### config.mk
export PLATFORM = sky130hd
export DESIGN_NAME = muldiv_unit_flat
export DESIGN_NICKNAME = d
export VERILOG_FILES = /design/src/rtl/muldiv_unit_pkg.sv /design/src/rtl/muldiv_unit_if.sv /design/src/rtl/muldiv_unit_div_core.sv /design/src/rtl/muldiv_unit.sv /design/src/flat_wrapper.sv
export SDC_FILE = /design/constraint.sdc
export NUM_CORES = 2
export LEC_CHECK = 0
export CAP_MARGIN = 20
export CORE_MARGIN = 2
export CORE_UTILIZATION = 55
export CTS_CLUSTER_SIZE = 10
export DETAILED_ROUTE_END_ITERATION = 6
export PLACE_DENSITY = 0.72
export SLEW_MARGIN = 0
export SYNTH_ARGS = -nofsm -noshare
export SYNTH_HDL_FRONTEND = slang
export SYNTH_HIERARCHICAL = 1
export SYNTH_SLANG_ARGS = --single-unit
### constraint.sdc
create_clock -name clk -period 10.4 [get_ports clk]
set_input_delay 1.04 -clock clk [delete_from_list [all_inputs] [get_ports clk]]
set_output_delay 1.04 -clock clk [all_outputs]
set_load 0.05 [all_outputs]
### src/rtl/muldiv_unit_pkg.sv
// Shared constants and types for the RV32M multiply/divide execute unit:
// funct3 op codes, FSM state encoding and M-extension decode helper.
package muldiv_unit_pkg;

  localparam int XLEN  = 32;
  localparam int CNT_W = $clog2(XLEN);

  localparam logic [2:0] F3_MUL    = 3'b000;
  localparam logic [2:0] F3_MULH   = 3'b001;
  localparam logic [2:0] F3_MULHSU = 3'b010;
  localparam logic [2:0] F3_MULHU  = 3'b011;
  localparam logic [2:0] F3_DIV    = 3'b100;
  localparam logic [2:0] F3_DIVU   = 3'b101;
  localparam logic [2:0] F3_REM    = 3'b110;
  localparam logic [2:0] F3_REMU   = 3'b111;

  localparam logic [6:0] OPCODE_RTYPE = 7'b0110011;
  localparam logic [6:0] FUNCT7_M     = 7'b0000001;

  localparam logic [XLEN-1:0] INT_MIN = {1'b1, {(XLEN-1){1'b0}}};

  typedef enum logic [1:0] {
    MD_IDLE = 2'd0,
    MD_MUL  = 2'd1,
    MD_DIV  = 2'd2,
    MD_DONE = 2'd3
  } md_state_t;

  // Used by the decoder to steer R-type instructions with funct7=0000001 here.
  function automatic logic is_m_op(input logic [6:0] opcode, input logic [6:0] funct7);
    return (opcode == OPCODE_RTYPE) && (funct7 == FUNCT7_M);
  endfunction

endpackage

### src/rtl/muldiv_unit_if.sv
// EX-stage handshake between the pipeline (master) and the multiply/divide unit (slave).
interface muldiv_unit_if;
  import muldiv_unit_pkg::*;

  logic            start;
  logic            kill;
  logic            ex_advance;
  logic [2:0]      funct3;
  logic [XLEN-1:0] op_a;
  logic [XLEN-1:0] op_b;
  logic [XLEN-1:0] result;
  logic            result_valid;
  logic            stall;
  logic            busy;

  modport master (
    output start, kill, ex_advance, funct3, op_a, op_b,
    input  result, result_valid, stall, busy
  );

  modport slave (
    input  start, kill, ex_advance, funct3, op_a, op_b,
    output result, result_valid, stall, busy
  );

endinterface

### src/rtl/muldiv_unit_div_core.sv
// Iterative restoring radix-2 divider on unsigned magnitudes, one quotient bit per step.
// quotient/remainder present the values the current step will produce.
module muldiv_unit_div_core
  import muldiv_unit_pkg::*;
(
  input  logic             clk,
  input  logic             rst,
  input  logic             load,
  input  logic             step,
  input  logic [XLEN-1:0]  dividend,
  input  logic [XLEN-1:0]  divisor,
  output logic [XLEN-1:0]  quotient,
  output logic [XLEN-1:0]  remainder,
  output logic [CNT_W-1:0] count
);

  logic [XLEN-1:0]  rem_q;
  logic [XLEN-1:0]  quo_q;
  logic [XLEN-1:0]  dsr_q;
  logic [CNT_W-1:0] cnt_q;
  logic [XLEN:0]    shifted;
  logic [XLEN:0]    diff;

  // Dividend bits shift out of the quotient register into the partial remainder;
  // a borrow in the extra top bit means the trial subtraction must be undone.
  assign shifted   = {rem_q, quo_q[XLEN-1]};
  assign diff      = shifted - {1'b0, dsr_q};
  assign remainder = diff[XLEN] ? shifted[XLEN-1:0] : diff[XLEN-1:0];
  assign quotient  = {quo_q[XLEN-2:0], ~diff[XLEN]};
  assign count     = cnt_q;

  always_ff @(posedge clk or posedge rst) begin
    if (rst) begin
      rem_q <= '0;
      quo_q <= '0;
      dsr_q <= '0;
      cnt_q <= '0;
    end else if (load) begin
      rem_q <= '0;
      quo_q <= dividend;
      dsr_q <= divisor;
      cnt_q <= '0;
    end else if (step) begin
      rem_q <= remainder;
      quo_q <= quotient;
      cnt_q <= cnt_q + CNT_W'(1);
    end
  end

endmodule

### src/rtl/muldiv_unit.sv
// Multi-cycle RV32M execute unit: stalls the front of the pipe while an op is in
// flight and holds a registered result until the EX/MEM register takes it.
module muldiv_unit
  import muldiv_unit_pkg::*;
(
  input  logic         clk,
  input  logic         rst,
  muldiv_unit_if.slave bus
);

  md_state_t        state, state_next;
  logic [XLEN-1:0]  result_q, result_next;
  logic             rem_sel_q, q_neg_q, r_neg_q;
  logic             latch;
  logic             go;
  logic             div_load, div_step;
  logic [XLEN-1:0]  div_quo, div_rem;
  logic [CNT_W-1:0] div_count;

  assign go = bus.start & ~bus.kill;

  // Products are formed from the live operands in the issue cycle, so MUL* costs one stall cycle.
  logic                     a_sext, b_sext;
  logic signed [2*XLEN-1:0] mul_a, mul_b, product;
  assign a_sext  = (bus.funct3 == F3_MULH) || (bus.funct3 == F3_MULHSU);
  assign b_sext  = (bus.funct3 == F3_MULH);
  assign mul_a   = {{XLEN{a_sext & bus.op_a[XLEN-1]}}, bus.op_a};
  assign mul_b   = {{XLEN{b_sext & bus.op_b[XLEN-1]}}, bus.op_b};
  assign product = mul_a * mul_b;

  logic            div_signed, a_neg, b_neg, div_zero, div_ovf;
  logic [XLEN-1:0] mag_a, mag_b, quo_fix, rem_fix;
  assign div_signed = ~bus.funct3[0];
  assign a_neg      = div_signed & bus.op_a[XLEN-1];
  assign b_neg      = div_signed & bus.op_b[XLEN-1];
  assign mag_a      = a_neg ? -bus.op_a : bus.op_a;
  assign mag_b      = b_neg ? -bus.op_b : bus.op_b;
  assign div_zero   = (bus.op_b == '0);
  assign div_ovf    = div_signed && (bus.op_a == INT_MIN) && (bus.op_b == '1);

  assign quo_fix = q_neg_q ? -div_quo : div_quo;
  assign rem_fix = r_neg_q ? -div_rem : div_rem;

  muldiv_unit_div_core u_div_core (
    .clk       (clk),
    .rst       (rst),
    .load      (div_load),
    .step      (div_step),
    .dividend  (mag_a),
    .divisor   (mag_b),
    .quotient  (div_quo),
    .remainder (div_rem),
    .count     (div_count)
  );

  always_ff @(posedge clk or posedge rst) begin
    if (rst) begin
      state     <= MD_IDLE;
      result_q  <= '0;
      rem_sel_q <= 1'b0;
      q_neg_q   <= 1'b0;
      r_neg_q   <= 1'b0;
    end else begin
      state    <= state_next;
      result_q <= result_next;
      if (latch) begin
        rem_sel_q <= bus.funct3[1];
        q_neg_q   <= a_neg ^ b_neg;
        r_neg_q   <= a_neg;
      end
    end
  end

  always_comb begin
    state_next  = state;
    result_next = result_q;
    latch       = 1'b0;
    div_load    = 1'b0;
    div_step    = 1'b0;
    case (state)
      MD_IDLE: begin
        if (go) begin
          latch = 1'b1;
          if (!bus.funct3[2]) begin
            result_next = (bus.funct3 == F3_MUL) ? product[XLEN-1:0] : product[2*XLEN-1:XLEN];
            state_next  = MD_DONE;
          end else if (div_zero) begin
            result_next = bus.funct3[1] ? bus.op_a : '1;
            state_next  = MD_DONE;
          end else if (div_ovf) begin
            result_next = bus.funct3[1] ? '0 : INT_MIN;
            state_next  = MD_DONE;
          end else begin
            div_load   = 1'b1;
            state_next = MD_DIV;
          end
        end
      end
      MD_MUL: state_next = MD_DONE;
      MD_DIV: begin
        div_step = 1'b1;
        if (div_count == CNT_W'(XLEN-1)) begin
          result_next = rem_sel_q ? rem_fix : quo_fix;
          state_next  = MD_DONE;
        end
      end
      MD_DONE: begin
        if (bus.ex_advance) state_next = MD_IDLE;
      end
      default: state_next = MD_IDLE;
    endcase
    // A flushed instruction must leave no trace, whatever state it reached.
    if (bus.kill) begin
      state_next  = MD_IDLE;
      result_next = result_q;
      latch       = 1'b0;
      div_load    = 1'b0;
      div_step    = 1'b0;
    end
  end

  assign bus.result       = result_q;
  assign bus.result_valid = (state == MD_DONE);
  assign bus.busy         = (state != MD_IDLE);
  assign bus.stall        = go & (state != MD_DONE);

endmodule
### src/flat_wrapper.sv
// flat-port wrapper written by rule: the top's interface ports become plain ports
module muldiv_unit_flat import muldiv_unit_pkg::*;
  (clk, rst, bus_start, bus_kill, bus_ex_advance, bus_funct3, bus_op_a, bus_op_b, bus_result, bus_result_valid, bus_stall, bus_busy);
  muldiv_unit_if bus_i ();
  input  logic clk;
  input  logic rst;
  input wire logic [$bits(bus_i.start)-1:0] bus_start;
  input wire logic [$bits(bus_i.kill)-1:0] bus_kill;
  input wire logic [$bits(bus_i.ex_advance)-1:0] bus_ex_advance;
  input wire logic [$bits(bus_i.funct3)-1:0] bus_funct3;
  input wire logic [$bits(bus_i.op_a)-1:0] bus_op_a;
  input wire logic [$bits(bus_i.op_b)-1:0] bus_op_b;
  output wire logic [$bits(bus_i.result)-1:0] bus_result;
  output wire logic [$bits(bus_i.result_valid)-1:0] bus_result_valid;
  output wire logic [$bits(bus_i.stall)-1:0] bus_stall;
  output wire logic [$bits(bus_i.busy)-1:0] bus_busy;
  assign bus_i.start = bus_start;
  assign bus_i.kill = bus_kill;
  assign bus_i.ex_advance = bus_ex_advance;
  assign bus_i.funct3 = bus_funct3;
  assign bus_i.op_a = bus_op_a;
  assign bus_i.op_b = bus_op_b;
  assign bus_result = bus_i.result;
  assign bus_result_valid = bus_i.result_valid;
  assign bus_stall = bus_i.stall;
  assign bus_busy = bus_i.busy;
  muldiv_unit u_core (.clk(clk), .rst(rst), .bus(bus_i));
endmodule
# Word level (Yosys, flattened, before mapping)
# Index checks and enable logic that the tools add are counted.
# totals
register_bits,138
latch_bits,0
ramBits,0
romBits,0
input_bits,72
elab_cells,92
mem_count,0
# classes
n_addsub,6
multipliers,1
n_div,0
order_cmp,0
eq_ne,15
shift,0
n_mux,40
bitwise,10
n_reduce_logical,11
# ops
operator,count
$mux W32,18
$neg A32 Y32,4
$eq A32 B32 Y1 const B,2
$mul A33 B33 Y64,1
$pmux W32 S2,1
$sub A33 B32 Y33,1
$logic_not A32 Y1,1
$mux W1,12
$mux W2,6
$mux W5,2
$pmux W2 S4,1
$and A1 B1 Y1,6
$ne A3 B2 Y1 const B,2
$reduce_bool A2 Y1,3
$add A5 B1 Y5 const B,1
$eq A5 B5 Y1 const B,1
$reduce_and A5 Y1,1
$eq A2 B2 Y1 const B,2
$ne A2 B1 Y1 const B,2
$ne A4 B2 Y1 const B,1
$eq A3 B1 Y1 const B,1
$eq A3 B2 Y1 const B,1
$logic_not A3 Y1,1
$ne A3 B3 Y1 const B,1
8 further kinds,11

# Logic depth before layout (Yosys ltp)
# logic_depth
depth_word,10
depth_mapped,34
depth_no_buf,31

# Cells and area by module
# Netlist, hierarchy kept.
# by_module_without_submodules
mod,n_inst,cells_per_inst,area_each_um2,seq_area_each_um2
muldiv_unit,1,5045,43359.1,925.9
muldiv_unit_div_core,1,801,6942.9,2527.4

# Worst setup path before layout
# Ideal clock, no wire load.
# synth_timing
path_type,input to register
start,input port bus_funct3[0]
end,"register u_core.result_q[31], in the netlist u_core/bus.result[31]"
arrival_time_ps,9565
required_time_ps,10279
setup_slack_ps,714
cell_stages,32
cell_sequence,clkbuf_1 -> xnor2_1 -> nor3b_1 -> clkbuf_1 -> clkbuf_1 -> nand2_1 -> fa_1 -> fa_1 -> inv_1 -> fa_1 -> inv_1 -> fa_1 -> inv_1 -> fa_1 -> fa_1 -> inv_1 -> fa_1 -> fa_1 -> inv_1 -> ha_1 -> clkbuf_1 -> nand4_1 -> or4_1 -> nand2b_1 -> a311o_1 -> o21ai_1 -> a221oi_1 -> o31a_1 -> o21ai_1 -> xnor2_1 -> o31ai_1 -> a22o_1
# synth_via
elab_chain_len,8
# synth_lines
element,line_no,rtl
start: declaration,flat_wrapper.sv:10,input wire logic [$bits(bus_i.funct3)-1:0] bus_funct3;
$eq A3 B1 Y1 / $eq A3 B2 Y1 (equally long branches),"muldiv_unit.sv:25, muldiv_unit.sv:26",
$logic_or A1 B1 Y1,muldiv_unit.sv:25,assign a_sext = (bus.funct3 == F3_MULH) || (bus.funct3 == F3_MULHSU);
$and A1 B1 Y1,muldiv_unit.sv:27,"assign mul_a = {{XLEN{a_sext & bus.op_a[XLEN-1]}}, bus.op_a};"
$mul A33 B33 Y64,muldiv_unit.sv:29,assign product = mul_a * mul_b;
$mux W32,muldiv_unit.sv:85,result_next = (bus.funct3 == F3_MUL) ? product[XLEN-1:0] : product[2*XLEN-1:XLEN];
$mux W32,muldiv_unit.sv:84,if (!bus.funct3[2]) begin
$mux W32,muldiv_unit.sv:82,if (go) begin
$pmux W32 S2,muldiv_unit.sv:80,case (state)
end signal: assignment,muldiv_unit.sv:65,result_q <= result_next;
end: declaration,muldiv_unit.sv:12,"logic [XLEN-1:0] result_q, result_next;"
# Several ways; a longest one is shown, not always the timed one. The select of a mux whose other input is x is not followed.
# A chain may end at the register's enable or synchronous reset.

# Worst setup path after layout
# layout_timing
start,input port bus_funct3[1]
end,"register u_core.result_q[31], in the netlist u_core/bus.result[31]"
# layout_via
elab_chain_len,8
# layout_lines
element,line_no
$eq A3 B1 Y1 / $eq A3 B2 Y1 (equally long branches),"muldiv_unit.sv:25, muldiv_unit.sv:26"
$logic_or A1 B1 Y1,muldiv_unit.sv:25
$and A1 B1 Y1,muldiv_unit.sv:27
$mul A33 B33 Y64,muldiv_unit.sv:29
$mux W32,muldiv_unit.sv:85
$mux W32 *,muldiv_unit.sv:84
$mux W32 *,muldiv_unit.sv:82
$pmux W32 S2 *,muldiv_unit.sv:80
# Every way passes the cells marked *; elsewhere a longest branch is shown, timed or not. The select of a mux whose other input is x is not followed.

==> impl_metrics.csv <==
group,metric,value,unit
critical_path,crit_slowest_cell,"fa_1",
cells_and_area,drive_above_1_share,0.0417,
critical_path,max_stage_delay,0.64,ns
critical_path,crit-reg2reg-launch,"u_core/u_div_core/quo_q[31]",
synthesis,yosys-top-cells-area,"fa_1 (45%), inv_1 (9.2%), nand2_1 (7.4%), dfrtp_1 (6.9%), ha_1 (6.3%)",
grt,grt_first_pass_wirelength,244,mm
synthesis,synthCells,5846,
grt,overflow,0,
clock_tree,cts_hold_buffers,0,
synthesis,syn_nets,7297,
floorplanning,rows,110,
grt,grt_max_degree,91,
synthesis,yosys_most_used_dff,"dfrtp_1",
floorplanning,die-height,306,um
grt,globalRouteTotalUtil,0.340,
drt,drtIter0Drc,3717,
critical_path,rr_worst_depth,23,
clock_tree,root_buffer,"clkbuf_16",
timing,fin_crit_sh,0.960,
grt,antenna_found_initial,19,
clock_tree,htreeDepth,4,
floorplanning,dieArea,0.0939,mm2
synthesis,synthDistinctLibCells,84,
synthesis,synth_top_cell_by_area,"fa_1",
cells_and_area,synthToLayoutAreaGrowth,5.41,%
critical_path,worst-path-max-fanout,10,
job,drv_cap,0,
grt,first_global_vias,41900,
clock_tree,clk_latency,0.45,ns
place,dpl-instance-area,0.0524,mm2
drt,first_pass_iters,6,
critical_path,r2r_setup_slack,3.16,ns
place,io_buffers,106,
timing,fin_skew,0.0135,ns
drt,wl,154,mm
critical_path,endpoint,"u_core/bus.result[31]",
place,place_inst,6870,
timing,report.final.slew_viol_count,0,
synthesis,yosys_register_bits,138,
timing,tightestPinTransition,1.20,ns
synthesis,synth_edf_count,0,
floorplanning,ioPinCount,107,
run_status,outcome,"complete, no violations",
clock_tree,cts_setup_buffers,0,
worst_hold_path,hold_class,"flop to flop",
synthesis,avgSynthCellArea,8.60,um2
critical_path,cp.arrival,10.33,ns
drt,wl_per_cell,22.3,um
clock_tree,clockBufferDepth,2,
drt,drtAntennaViolNets,0,
drt,vias,40200,
cells_and_area,fillers,8021,
critical_path,crit_type,"input port to flop",
timing,finalHoldViolCount,0,
clock_tree,cts_resized,0,
critical_path,cp_common_cell,"fa_1",
cells_and_area,final_cells,6916,
drt,drc,0,
place,gp_congestion,1.02,
timing,max_freq,100,MHz
timing,setup_viol,0,
cells_and_area,finalInstanceArea,0.0530,mm2
drt,via_per_inst,5.81,
clock_tree,cts.clk_slew.worst_paths,0.07,ns
critical_path,cp-end-kind,"flop",
critical_path,startpoint,"bus_funct3[1]",
clock_tree,numCtsBuffers,17,
clock_tree,numClockSinks,138,
synthesis,async_reset_ff_frac,1.00,
critical_path,startpoint_type,"input port",
synthesis,ys_seq_area_frac,0.0687,
clock_tree,cts_tree,"done",
critical_path,r2r-end,"u_core/bus.result[28]",
synthesis,netlist.area_leader.share,0.448,
timing,relSlewSlack,0.193,
cells_and_area,finalNetCount,7165,
timing,fin_crit,9.98,ns
place,place_hpwl,122,mm
timing,fin_setup_tns,0,ns
synthesis,synth_area,0.0503,mm2
critical_path,crit_required,10.74,ns
floorplanning,core_area,0.0903,mm2
synthesis,yosysWarnings,6,
floorplanning,start_util,0.557,
floorplanning,dieWidth,306,um
==> area by class of cell <==
| type | count | area (um2) | share of cell area |
|---|---|---|---|
| clock buffers | 17 | 425 | 0.00802 |
| repair buffers | 239 | 2200 | 0.0414 |
| multi-input cells | 4079 | 40600 | 0.766 |
| diodes | 13 | 32.5 | 0.000614 |
| inverters | 1239 | 4660 | 0.0878 |
| well taps | 1176 | 1470 | 0.0278 |
| clock inverters | 15 | 190 | 0.00359 |
| flip-flops and latches | 138 | 3450 | 0.0651 |
==> per-layer routing <==
layer,GRT usage,share of wire
met5,0,0.00022
met4,0.133,0.044
met3,0.0728,0.10
met2,0.544,0.47
met1,0.454,0.39
==> flip-flops by register name, summed over array words and instances (netlist names) <==
name	flops
u_core/q_neg_q	1
u_core/r_neg_q	1
u_core/u_div_core/dsr_q	32
u_core/u_div_core/quo_q	32
u_core/u_div_core/rem_q	32
u_core/rem_sel_q	1
u_core/bus.result	32
u_core/u_div_core/count	5
u_core/state	2
==> worst max-delay path, delay by kind of cell <==
kind / cells / cell delay (ns)
adders and majority gates: 9 / 4.62
AOI/OAI and AO/OA: 11 / 2.53
buffers and inverters: 8 / 1.29
xor gates and xnor gates: 2 / 0.54
and+or+nand+nor: 2 / 0.33
==> logic make-up after synthesis <==
group,synth area share
buffers and inverters,0.125
adder cells (fa/ha/maj),0.511
XOR/XNOR,0.0390
multiplexers,0.0152
AND/OR/NAND/NOR,0.160
flip-flops,0.0687
AO/OA/AOI/OAI,0.0808
==> placed cells by master (no fill, tap or decap), types with 17 or more instances in the layout <==
cell type        synthesis  routed
nand2b_1                21      21
buf_2                   10      20
clkdlybuf4s50_1          0      86
nor2_1                 196     194
a21oi_1                173     173
buf_4                   31     114
o31ai_1                 43      43
and2_1                 314     314
a21o_1                  40      40
or3_1                   23      23
mux2i_1                 47      47
nor2b_1                 23      23
nand4_1                 38      38
buf_12                   1      19
nand3_1                 28      28
clkbuf_16                0      17
o21ai_0                197     197
fa_1                  1126    1125
xor2_1                  95      95
ha_1                   253     253
o21a_1                  25      25
dfrtp_1                138     138
xnor2_1                126     125
nand2_1                994     994
nor3_1                  43      43
o221ai_1                17      17
inv_1                 1238    1237
==> per-stage QoR <==
step / hold slack [ns] / setup WS [ns] / util
finish: 0.486 / 0.418 / 0.587
CTS: 0.488 / 0.394 / 0.587
global route: 0.518 / -0.00304 / 0.587
global placement: 0.463 / 0.196 / 0.580
detailed placement: 0.472 / -0.0397 / 0.580
floorplan: 0.485 / 0.714 / -
==> worst min path at each step <==
stage | cells past startpoint | endpoint | startpoint | slack (ns)
after floorplan | 1 | u_core/u_div_core/dsr_q[0] | u_core/u_div_core/dsr_q[0] | 0.48
after global placement | 2 | u_core/bus.result[6] | u_core/bus.result[6] | 0.46
after detailed placement | 1 | u_core/bus.result[14] | u_core/bus.result[14] | 0.47
after CTS | 1 | u_core/bus.result[14] | u_core/bus.result[14] | 0.49
after global routing | 2 | u_core/bus.result[1] | u_core/bus.result[1] | 0.52
final | 1 | u_core/bus.result[14] | u_core/bus.result[14] | 0.49
==> synthesized netlist by cell type, types with 16 or more instances <==
master,instances
nand2b_1,21
nand2_1,994
fa_1,1126
buf_1,73
nor4_1,16
or4_1,16
buf_4,31
nor2b_1,23
a21o_1,40
dfrtp_1,138
nand4_1,38
xnor2_1,126
o21ai_0,197
o31ai_1,43
ha_1,253
mux2i_1,47
inv_1,1238
nand3_1,28
nor2_1,196
and2_1,314
clkbuf_1,272
o21a_1,25
nor3_1,43
or3_1,23
a21oi_1,173
xor2_1,95
o221ai_1,17
Power is not shown: default switching activity piles up to over one toggle a cycle in this logic, so the estimate is an artifact.
